<file path="src/rtl/uart_core.sv">
// uart_core: single-clock 8N1 UART (transmitter + receiver) with an
// internal per-path bit-period counter. The counters produce clock enables
// only. No derived clocks are used.
//
// Parameters:
//   CLKS_PER_BIT    system clocks per bit period (4..65535)
//
// Ports:
//   clock           system clock, all logic on the rising edge
//   reset_n         asynchronous active-low reset
//   tx_data         byte to transmit, latched when a frame starts
//   tx_enable       transmit request (level, sampled in IDLE)
//   tx_serial       serial line out, idles high
//   tx_done         one-cycle pulse at the end of the stop bit
//   tx_busy         high while a frame is in progress
//   tx_state        transmitter state code (IDLE=0 .. CLEANUP=4)
//   tx_byte_index   index of the data bit currently being sent
//   rx_serial       serial line in (asynchronous to clock)
//   rx_data         last correctly framed byte
//   rx_valid        one-cycle pulse when rx_data updates
//   rx_frame_error  one-cycle pulse when the stop bit samples low
module uart_core #(
    parameter int unsigned CLKS_PER_BIT = 868
) (
    input  logic       clock,
    input  logic       reset_n,
    input  logic [7:0] tx_data,
    input  logic       tx_enable,
    output logic       tx_serial,
    output logic       tx_done,
    output logic       tx_busy,
    output logic [2:0] tx_state,
    output logic [2:0] tx_byte_index,
    input  logic       rx_serial,
    output logic [7:0] rx_data,
    output logic       rx_valid,
    output logic       rx_frame_error
);

    localparam int unsigned CW = $clog2(CLKS_PER_BIT);

    // Last clock of a bit period, and the clock that lands on mid-bit
    // measured from the detected start edge.
    localparam logic [CW-1:0] BIT_LAST = CW'(CLKS_PER_BIT - 1);
    localparam logic [CW-1:0] BIT_MID  = CW'((CLKS_PER_BIT - 1) / 2);

    localparam logic [2:0] TX_IDLE    = 3'd0;
    localparam logic [2:0] TX_START   = 3'd1;
    localparam logic [2:0] TX_DATA    = 3'd2;
    localparam logic [2:0] TX_STOP    = 3'd3;
    localparam logic [2:0] TX_CLEANUP = 3'd4;

    localparam logic [2:0] RX_IDLE    = 3'd0;
    localparam logic [2:0] RX_START   = 3'd1;
    localparam logic [2:0] RX_DATA    = 3'd2;
    localparam logic [2:0] RX_STOP    = 3'd3;
    localparam logic [2:0] RX_CLEANUP = 3'd4;

    // ------------------------------------------------------------------
    // Transmitter
    // ------------------------------------------------------------------
    logic [2:0]    tx_state_q,  tx_state_d;
    logic [CW-1:0] tx_cnt_q,    tx_cnt_d;
    logic [2:0]    tx_idx_q,    tx_idx_d;
    logic [7:0]    tx_shift_q,  tx_shift_d;
    logic          tx_serial_q, tx_serial_d;
    logic          tx_done_q,   tx_done_d;
    logic          tx_busy_q,   tx_busy_d;

    // tx_serial is registered and updated on the same edge as the state,
    // so the line level always matches the bit the FSM is timing. The
    // shift register is shifted right per bit, keeping the current bit
    // in tx_shift_q[0].
    always_comb begin
        tx_state_d  = tx_state_q;
        tx_cnt_d    = tx_cnt_q;
        tx_idx_d    = tx_idx_q;
        tx_shift_d  = tx_shift_q;
        tx_serial_d = tx_serial_q;
        tx_busy_d   = tx_busy_q;
        tx_done_d   = 1'b0;

        case (tx_state_q)
            TX_IDLE: begin
                tx_serial_d = 1'b1;
                tx_cnt_d    = '0;
                tx_idx_d    = '0;
                if (tx_enable) begin
                    tx_shift_d  = tx_data;
                    tx_busy_d   = 1'b1;
                    tx_serial_d = 1'b0;
                    tx_state_d  = TX_START;
                end
            end

            TX_START: begin
                if (tx_cnt_q == BIT_LAST) begin
                    tx_cnt_d    = '0;
                    tx_serial_d = tx_shift_q[0];
                    tx_state_d  = TX_DATA;
                end else begin
                    tx_cnt_d = tx_cnt_q + CW'(1);
                end
            end

            TX_DATA: begin
                if (tx_cnt_q == BIT_LAST) begin
                    tx_cnt_d   = '0;
                    tx_shift_d = {1'b0, tx_shift_q[7:1]};
                    if (tx_idx_q == 3'd7) begin
                        tx_idx_d    = '0;
                        tx_serial_d = 1'b1;
                        tx_state_d  = TX_STOP;
                    end else begin
                        tx_idx_d    = tx_idx_q + 3'd1;
                        tx_serial_d = tx_shift_q[1];
                    end
                end else begin
                    tx_cnt_d = tx_cnt_q + CW'(1);
                end
            end

            TX_STOP: begin
                tx_serial_d = 1'b1;
                if (tx_cnt_q == BIT_LAST) begin
                    tx_cnt_d   = '0;
                    tx_done_d  = 1'b1;
                    tx_state_d = TX_CLEANUP;
                end else begin
                    tx_cnt_d = tx_cnt_q + CW'(1);
                end
            end

            TX_CLEANUP: begin
                tx_serial_d = 1'b1;
                tx_busy_d   = 1'b0;
                tx_state_d  = TX_IDLE;
            end

            default: begin
                tx_serial_d = 1'b1;
                tx_busy_d   = 1'b0;
                tx_cnt_d    = '0;
                tx_idx_d    = '0;
                tx_state_d  = TX_IDLE;
            end
        endcase
    end

    always_ff @(posedge clock or negedge reset_n) begin
        if (!reset_n) begin
            tx_state_q  <= TX_IDLE;
            tx_cnt_q    <= '0;
            tx_idx_q    <= '0;
            tx_shift_q  <= '0;
            tx_serial_q <= 1'b1;
            tx_done_q   <= 1'b0;
            tx_busy_q   <= 1'b0;
        end else begin
            tx_state_q  <= tx_state_d;
            tx_cnt_q    <= tx_cnt_d;
            tx_idx_q    <= tx_idx_d;
            tx_shift_q  <= tx_shift_d;
            tx_serial_q <= tx_serial_d;
            tx_done_q   <= tx_done_d;
            tx_busy_q   <= tx_busy_d;
        end
    end

    assign tx_serial     = tx_serial_q;
    assign tx_done       = tx_done_q;
    assign tx_busy       = tx_busy_q;
    assign tx_state      = tx_state_q;
    assign tx_byte_index = tx_idx_q;

    // ------------------------------------------------------------------
    // Receiver
    // ------------------------------------------------------------------
    logic          rx_sync1_q, rx_sync2_q;
    logic [2:0]    rx_state_q, rx_state_d;
    logic [CW-1:0] rx_cnt_q,   rx_cnt_d;
    logic [2:0]    rx_idx_q,   rx_idx_d;
    logic [7:0]    rx_shift_q, rx_shift_d;
    logic [7:0]    rx_data_q,  rx_data_d;
    logic          rx_valid_q, rx_valid_d;
    logic          rx_ferr_q,  rx_ferr_d;

    // Two-flop synchroniser. It resets to the idle-high line level so that
    // reset release is not taken as a start edge.
    always_ff @(posedge clock or negedge reset_n) begin
        if (!reset_n) begin
            rx_sync1_q <= 1'b1;
            rx_sync2_q <= 1'b1;
        end else begin
            rx_sync1_q <= rx_serial;
            rx_sync2_q <= rx_sync1_q;
        end
    end

    // After the start-bit mid-point check, every later sample is one full
    // bit period on. Each sample therefore also lands at mid-bit.
    always_comb begin
        rx_state_d = rx_state_q;
        rx_cnt_d   = rx_cnt_q;
        rx_idx_d   = rx_idx_q;
        rx_shift_d = rx_shift_q;
        rx_data_d  = rx_data_q;
        rx_valid_d = 1'b0;
        rx_ferr_d  = 1'b0;

        case (rx_state_q)
            RX_IDLE: begin
                rx_cnt_d = '0;
                rx_idx_d = '0;
                if (!rx_sync2_q) begin
                    rx_state_d = RX_START;
                end
            end

            RX_START: begin
                if (rx_cnt_q == BIT_MID) begin
                    rx_cnt_d   = '0;
                    // A line that is high again at mid-bit was a glitch.
                    rx_state_d = rx_sync2_q ? RX_IDLE : RX_DATA;
                end else begin
                    rx_cnt_d = rx_cnt_q + CW'(1);
                end
            end

            RX_DATA: begin
                if (rx_cnt_q == BIT_LAST) begin
                    rx_cnt_d   = '0;
                    rx_shift_d = {rx_sync2_q, rx_shift_q[7:1]};
                    if (rx_idx_q == 3'd7) begin
                        rx_idx_d   = '0;
                        rx_state_d = RX_STOP;
                    end else begin
                        rx_idx_d = rx_idx_q + 3'd1;
                    end
                end else begin
                    rx_cnt_d = rx_cnt_q + CW'(1);
                end
            end

            RX_STOP: begin
                if (rx_cnt_q == BIT_LAST) begin
                    rx_cnt_d = '0;
                    if (rx_sync2_q) begin
                        rx_data_d  = rx_shift_q;
                        rx_valid_d = 1'b1;
                    end else begin
                        rx_ferr_d = 1'b1;
                    end
                    rx_state_d = RX_CLEANUP;
                end else begin
                    rx_cnt_d = rx_cnt_q + CW'(1);
                end
            end

            RX_CLEANUP: begin
                rx_state_d = RX_IDLE;
            end

            default: begin
                rx_cnt_d   = '0;
                rx_idx_d   = '0;
                rx_state_d = RX_IDLE;
            end
        endcase
    end

    always_ff @(posedge clock or negedge reset_n) begin
        if (!reset_n) begin
            rx_state_q <= RX_IDLE;
            rx_cnt_q   <= '0;
            rx_idx_q   <= '0;
            rx_shift_q <= '0;
            rx_data_q  <= '0;
            rx_valid_q <= 1'b0;
            rx_ferr_q  <= 1'b0;
        end else begin
            rx_state_q <= rx_state_d;
            rx_cnt_q   <= rx_cnt_d;
            rx_idx_q   <= rx_idx_d;
            rx_shift_q <= rx_shift_d;
            rx_data_q  <= rx_data_d;
            rx_valid_q <= rx_valid_d;
            rx_ferr_q  <= rx_ferr_d;
        end
    end

    assign rx_data        = rx_data_q;
    assign rx_valid       = rx_valid_q;
    assign rx_frame_error = rx_ferr_q;

endmodule

</file>
<file path="config.mk">
export PLATFORM = sky130hd
export DESIGN_NAME = uart_core
export DESIGN_NICKNAME = d
export VERILOG_FILES = /design/src/rtl/uart_core.sv
export SDC_FILE = /design/constraint.sdc
export NUM_CORES = 1
export LEC_CHECK = 0
export ABC_AREA = 1
export BUFFER_PORTS_ARGS = -buffer_cell sky130_fd_sc_hd__buf_2
export CAP_MARGIN = 20
export CORE_ASPECT_RATIO = 0.6
export CORE_MARGIN = 1
export CORE_UTILIZATION = 50
export DETAILED_ROUTE_END_ITERATION = 8
export GPL_TIMING_DRIVEN = 0
export HOLD_SLACK_MARGIN = 0.02
export PLACE_DENSITY = 0.69
export SETUP_SLACK_MARGIN = 0.4
export SLEW_MARGIN = 20
export SYNTH_ARGS = -nofsm -noshare
export SYNTH_HDL_FRONTEND = slang
export SYNTH_SLANG_ARGS = --single-unit
</file>
<file path="constraint.sdc">
create_clock -name clock -period 1.9 [get_ports clock]
set_input_delay 0 -clock clock [delete_from_list [all_inputs] [get_ports clock]]
set_output_delay 0 -clock clock [all_outputs]
set_load 0.01 [all_outputs]
</file>
* After elaboration in Yosys (flattened, before gate mapping)
Cells that the tools add are included.
** Storage, ports and cells
- Flip-flop bits (word level) :: 63
- Input bits :: 12
- Logic and storage cells :: 104
** Operators by class
- Add/sub/neg operators :: 4
- Equal/unequal tests :: 23
- Multiplexer cells :: 42
- Bitwise gates (word level) :: 3
- Reduce and logical (&&, ||, !) cells :: 16
** Operators by type and width (number)
- 3-bit 2-to-1 mux :: 14
- 10-bit 2-to-1 mux :: 3
- 10-bit one-hot mux with 3 select lines :: 1
- 3-bit one-hot mux with 4 select lines :: 2
- 10-bit by 1-bit adder with 10-bit output, second input constant :: 2
- 10-bit equality test, second input constant :: 2
- 2-bit != test, second input constant :: 10
- 10-bit one-hot mux with 2 select lines :: 1
- 8-bit 2-to-1 mux :: 2
- 8-bit one-hot mux with 2 select lines :: 1
- 1-bit 2-to-1 mux :: 13
- 3-bit by 2-bit equality test with 1-bit output, second input constant :: 4
- 3-bit equality test, second input constant :: 4
- 3-bit one-hot mux with 2 select lines :: 2
- 10-bit by 9-bit equality test with 1-bit output, second input constant :: 1
- 2-bit AND reduction :: 5
- 5-bit AND reduction :: 2
- 3-bit OR reduction :: 3
- 3-bit by 1-bit adder with 3-bit output, second input constant :: 2
- 3-bit by 1-bit equality test with 1-bit output, second input constant :: 2
- 3-bit logical NOT :: 2
- 3-bit AND reduction :: 2
- 1-bit NOT :: 3
- 1-bit one-hot mux with 3 select lines :: 1
- 4 further kinds :: 4

* Longest topological paths before layout
- Depth after elaboration :: 4
- Mapped depth :: 10

* Worst setup path after synthesis
Ideal clock, no wire load.
- Path type :: register to register
- Start point :: register tx_idx_q[0] (netlist: tx_byte_index[0])
- End point :: register tx_idx_q[0] (netlist: tx_byte_index[0])
- Data arrival time :: 1.352 ns
- Slack :: 0.472 ns
- Stages on the path, launching flop included :: 6
- Path buffers :: 0
- Cell sequence :: dfrtp_1 ha_1 ha_1 or2_4 or2_0 o21ai_1
** Between the ends
- Cells in the longest elaborated chain, start to end :: 4
- Elaborated cells on any way between the ends :: 5
- Classes of those cells :: add/sub (1); eq/ne (1); mux (3)
** RTL lines
- start, declared :: RTL line 64 : logic [2:0] tx_idx_q, tx_idx_d;
- start signal, assigned :: RTL line 162 : tx_idx_q <= tx_idx_d;
- 3-bit by 1-bit adder with 3-bit output or 3-bit equality test (tied branches) :: RTL line 115, 110
- 3-bit 2-to-1 mux (*) :: RTL line 110 : if (tx_idx_q == 3'd7) begin
- 3-bit 2-to-1 mux (*) :: RTL line 107 : if (tx_cnt_q == BIT_LAST) begin
- 3-bit one-hot mux with 2 select lines (*) :: RTL line 83 : case (tx_state_q)
Every way passes the cells marked *; elsewhere a longest branch is shown, timed or not. The select of a mux whose other input is x is not followed.
A chain may end at the register's enable or synchronous reset.

* Worst setup path in the final report
- Start point :: register rx_cnt_q[4]
- End point :: register rx_data_q[4] (netlist: rx_data[4])
** Between the ends
- Cells in the longest elaborated chain, start to end :: 2
** RTL lines
- start, declared :: RTL line 181 : logic [CW-1:0] rx_cnt_q, rx_cnt_d;
- start signal, assigned :: RTL line 283 : rx_cnt_q <= rx_cnt_d;
- 10-bit equality test :: RTL line 246 : if (rx_cnt_q == BIT_LAST) begin
- 3-bit AND reduction (no source line)
- end signal, assigned :: RTL line 286 : rx_data_q <= rx_data_d;
- end, declared :: RTL line 184 : logic [7:0] rx_data_q, rx_data_d;
No other way between the ends.

==> summary.md <==
| Metric | Value |
|---|---|
| Hold path depth | `5` |
| Die area | `between 6000 and 7000 µm²` |
| Final worst path period share | `0.799` |
| Initial antenna violation count | `0` |
| Cells after Synth | `~380` |
| Final instance area | `4230 µm²` |
| Headroom to the max-slew limit | `0.473` |
| Crit path DAT | `1740 ps` |
| Non-filler cells, final | `549` |
| Die W | `105 µm` |
| Placed insts | `497` |
| Largest cells by area after synthesis | `dfrtp_1 (47%), nand2_1 (12%), inv_1 (5.9%), nor2_1 (4.0%), o21ai_0 (3.8%)` |
| Global Route Usage Sum | `0.216` |
| Dpl cell area | `between 3000 and 4000 µm²` |
| Max Freq | `658 MHz` |
| Setup crit end kind | `register` |
| Post-synthesis compound-gate area fraction | `0.116` |
| Worst Setup Path Type | `register to register` |
| Max-cap check violation count | `0` |
| Synth Area in XOR/XNOR | `0.00829` |
| DRT Wirelength | `7.37 mm` |
| Power Density | `roughly 1000 nW/µm²` |
| Detail Route Antenna Nets | `0` |
| Post-synthesis simple-gate area fraction | `0.268` |
| Drt wl/cell | `13.4 µm` |
| Core Rows | `22` |
| #FFs+latches synth | `63` |
| Worst Skew | `~13 ps` |
| HPWL after detailed placement | `4.33 mm` |
| CP Data Required Time | `about 2100 ps` |
| Setup violators final | `0` |
| Syn. warnings | `0` |
| Post-synthesis adder-cell area fraction | `0.0276` |
| Register-to-Register Setup Slack | `about 380 ps` |
| Worst Path Max Fanout | `6` |
| Worst setup SP type | `register` |
| WHS Endpoint | `tx_shift_q[0]` |
| Max VDD drop | `between 0.7 and 0.8 mV` |
| Setup TNS | `0 ps` |
| CTS sink count | `63` |
| Pin count of the biggest net entering global routing | `64` |
| Tmin final | `roughly 1500 ps` |
| Largest family of logic cells by synthesized area | `simple AND/OR/NAND/NOR gates` |
| Height of the die | `63.7 µm` |
| Leak | `about 2.1 nW` |
| Cell Area, Synth | `around 3200 µm²` |
| Global placer's final weighted congestion | `a little under 0.9` |
| Antenna fix cells | `0` |
| Reg-to-reg critical path startpoint | `rx_cnt_q[4]` |
| Vias in the first global route | `between 2000 and 2500` |
| Hold crit path type | `input port to register` |
| CTS tree | `done` |
| Top Ports | `31` |
| First-pass GRT wire length | `between 10 and 15 mm` |
| Share of layout cells above drive strength 1 | `0.333` |
| Core Region | `just over 6000 µm²` |
| Synth top area share | `0.474` |
| H-tree Lvls | `3` |
| Pins Over Slew Limit | `0` |
| Clk buf depth | `2` |
| Starting DRT DRC Count | `about 110` |
| Seq/Total Area, Yosys | `0.498` |
| Pre-CTS worst setup slack | `between 200 and 250 ps` |
| Routed via count | `~2800` |
| Worst-path clk slew | `roughly 80 ps` |
| RSZ-0062 raised after global routing | `yes` |
| Synth area leader | `dfrtp_1` |
| Total CTS buffers | `9` |
| Number of remaining DRC errors | `0` |
| Remaining Overflow, GRT | `0` |
| Hold path start | `tx_data[0]` |
| FF-to-FF path depth | `10` |
| RR Endpoint | `rx_data[4]` |
| Netlist cell types | `37` |
| Final Hold Fails | `0` |
| Setup WS post-layout | `roughly 380 ps` |
| Skew-Pair Late Insertion Delay | `about 340 ps` |
| Utilization after layout | `0.691` |
| Final #Nets | `around 480` |
| Initial core utilization | `0.519` |
| Syn nets | `around 400` |
| Syn Area/Cell | `8.28 µm²` |
| DR vias/cell | `roughly 5` |
| Clock Tree Root | `clkbuf_8` |
| Mux share of post-synthesis cell area | `0` |
| First-pass detailed-route iteration total | `4` |
| Status | `finished clean` |
| Worst Tran Pin Value | `around 790 ps` |
| Area added between synthesis and finish | `33.3%` |
| IO buf count | `30` |
## cells in the mapped netlist
cell and count:
inv_1 50, o32ai_1 1, nand3_1 21, or2_0 1, xor2_1 2, nand3_4 1, nand4_2 1, clkinv_2 1
dfrtp_1 60, nand2_4 2, o21ai_0 24, nand3b_1 2, xnor2_1 1, nand2_2 7, dfstp_2 3, or2_4 1
o22ai_1 2, nand4_1 7, o21ai_4 1, nor2_2 2, nor2_1 34, nand2_1 102, nor3_1 1, buf_2 2
or2_2 1, nor3b_1 1, o21a_1 1, buf_6 4, a21boi_0 2, inv_2 3, o21ai_2 7, nand3_2 1
a31oi_1 1, o21ai_1 15, nor2_4 2, ha_1 7, a21oi_1 9
## metal layers
| metal | up-vias | GRT usage | wire, µm |
|---|---|---|---|
| li1 | 1390 | - | - |
| met1 | 1277 | 0.306 | 3440 |
| met3 | 10 | 0.0538 | 389 |
| met2 | 78 | 0.321 | 3480 |
| met5 | - | 0 | 0 |
| met4 | 0 | 0.0775 | 64 |
## power by group
part | internal (mW) | switching, mW | total, mW
registers | 1.52 | 0.136 | 1.66
logic | 0.479 | 0.758 | 1.24
clock network | 0.910 | 0.520 | 1.43
## cells by family (layout without fill, tap and decap cells)
| family | after synthesis | in the layout |
|---|---|---|
| and+or+nand+nor | 187 | 188 |
| AOI/OAI and AO/OA | 63 | 63 |
| DFF | 63 | 63 |
| buffers and inverters | 60 | 141 |
| adders and majority gates | 7 | 7 |
| xor gates and xnor gates | 3 | 3 |
## final cells by class
| cell class | instances | area (µm²) |
|---|---|---|
| Inverter | 54 | 205 |
| Sequential cell | 63 | 1590 |
| Buffer | 6 | 58.8 |
| Fill cell | 499 | 1890 |
| Multi-Input combinational cell | 261 | 1550 |
| Tap cell | 84 | 105 |
| Clock inverter | 5 | 106 |
| Clock buffer | 11 | 141 |
| Timing Repair Buffer | 65 | 477 |
## timing repair
item                                    CTS  global route
gates resized for setup                  14            60
pin swaps                                 3            14
hold endpoints to repair                 69             0
buffers inserted                          9            14
endpoints found under the setup margin   40            47
gates cloned                              1             2
hold buffers                             10             0
## cell usage in the layout, fill, tap and decap left out, types with 3 or more instances in the layout
| master | n |
|---|---|
| o21ai_1 | 11 |
| nand3_1 | 16 |
| nand3_2 | 5 |
| nand2_1 | 89 |
| dlygate4sd3_1 | 10 |
| dfrtp_1 | 56 |
| inv_1 | 46 |
| o21ai_2 | 15 |
| ha_1 | 3 |
| dfstp_2 | 3 |
| nor2_2 | 4 |
| clkbuf_8 | 10 |
| bufinv_16 | 3 |
| o21ai_0 | 20 |
| nor2_1 | 27 |
| buf_4 | 20 |
| nand2_4 | 10 |
| inv_2 | 7 |
| a21oi_1 | 9 |
| buf_2 | 31 |
| buf_6 | 8 |
| nor2_4 | 7 |
| nand2_2 | 13 |
| nand4_1 | 7 |
| ha_2 | 3 |
| dfrtp_2 | 4 |
## sequential cells by signal, indices dropped and copies added, names as in the netlist, 3 cells and up
| name | cells |
|---|---|
| rx_state_q | 3 |
| rx_shift_q | 8 |
| tx_state | 3 |
| rx_cnt_q | 10 |
| tx_cnt_q | 10 |
| rx_data | 8 |
| tx_byte_index | 3 |
| tx_shift_q | 8 |
| rx_idx_q | 3 |
## worst max-delay path: stages, from the launching register on
cell	delay (ps)
dfrtp_1	380
buf_6	130
inv_4	50
nand2_4	50
nor2_4	80
nand2_2	70
nor2_4	180
nand3_4	160
buf_4	170
nand2_1	80
o21ai_2	60
## how the worst max path moves through the flow
| stage | start | end | slack (ps) |
|---|---|---|---|
| finish | rx_cnt_q[4] | rx_data[4] | 380 |
| global route | rx_cnt_q[3] | rx_data[4] | 300 |
| CTS | rx_cnt_q[1] | rx_cnt_q[8] | 380 |
| detailed placement | tx_cnt_q[0] | tx_cnt_q[5] | 230 |
| global placement | tx_cnt_q[0] | tx_cnt_q[5] | 220 |
| floorplan | tx_byte_index[0] | tx_byte_index[0] | 470 |
## per-stage QoR
step,hold slack [ps],power [mW]
after global placement,116,2.59
after detailed placement,118,2.61
after CTS,48.0,4.19
after global routing,59.6,4.59
after floorplan,-296,2.34
final,49.5,4.33
(Power assumes the default switching activity.)
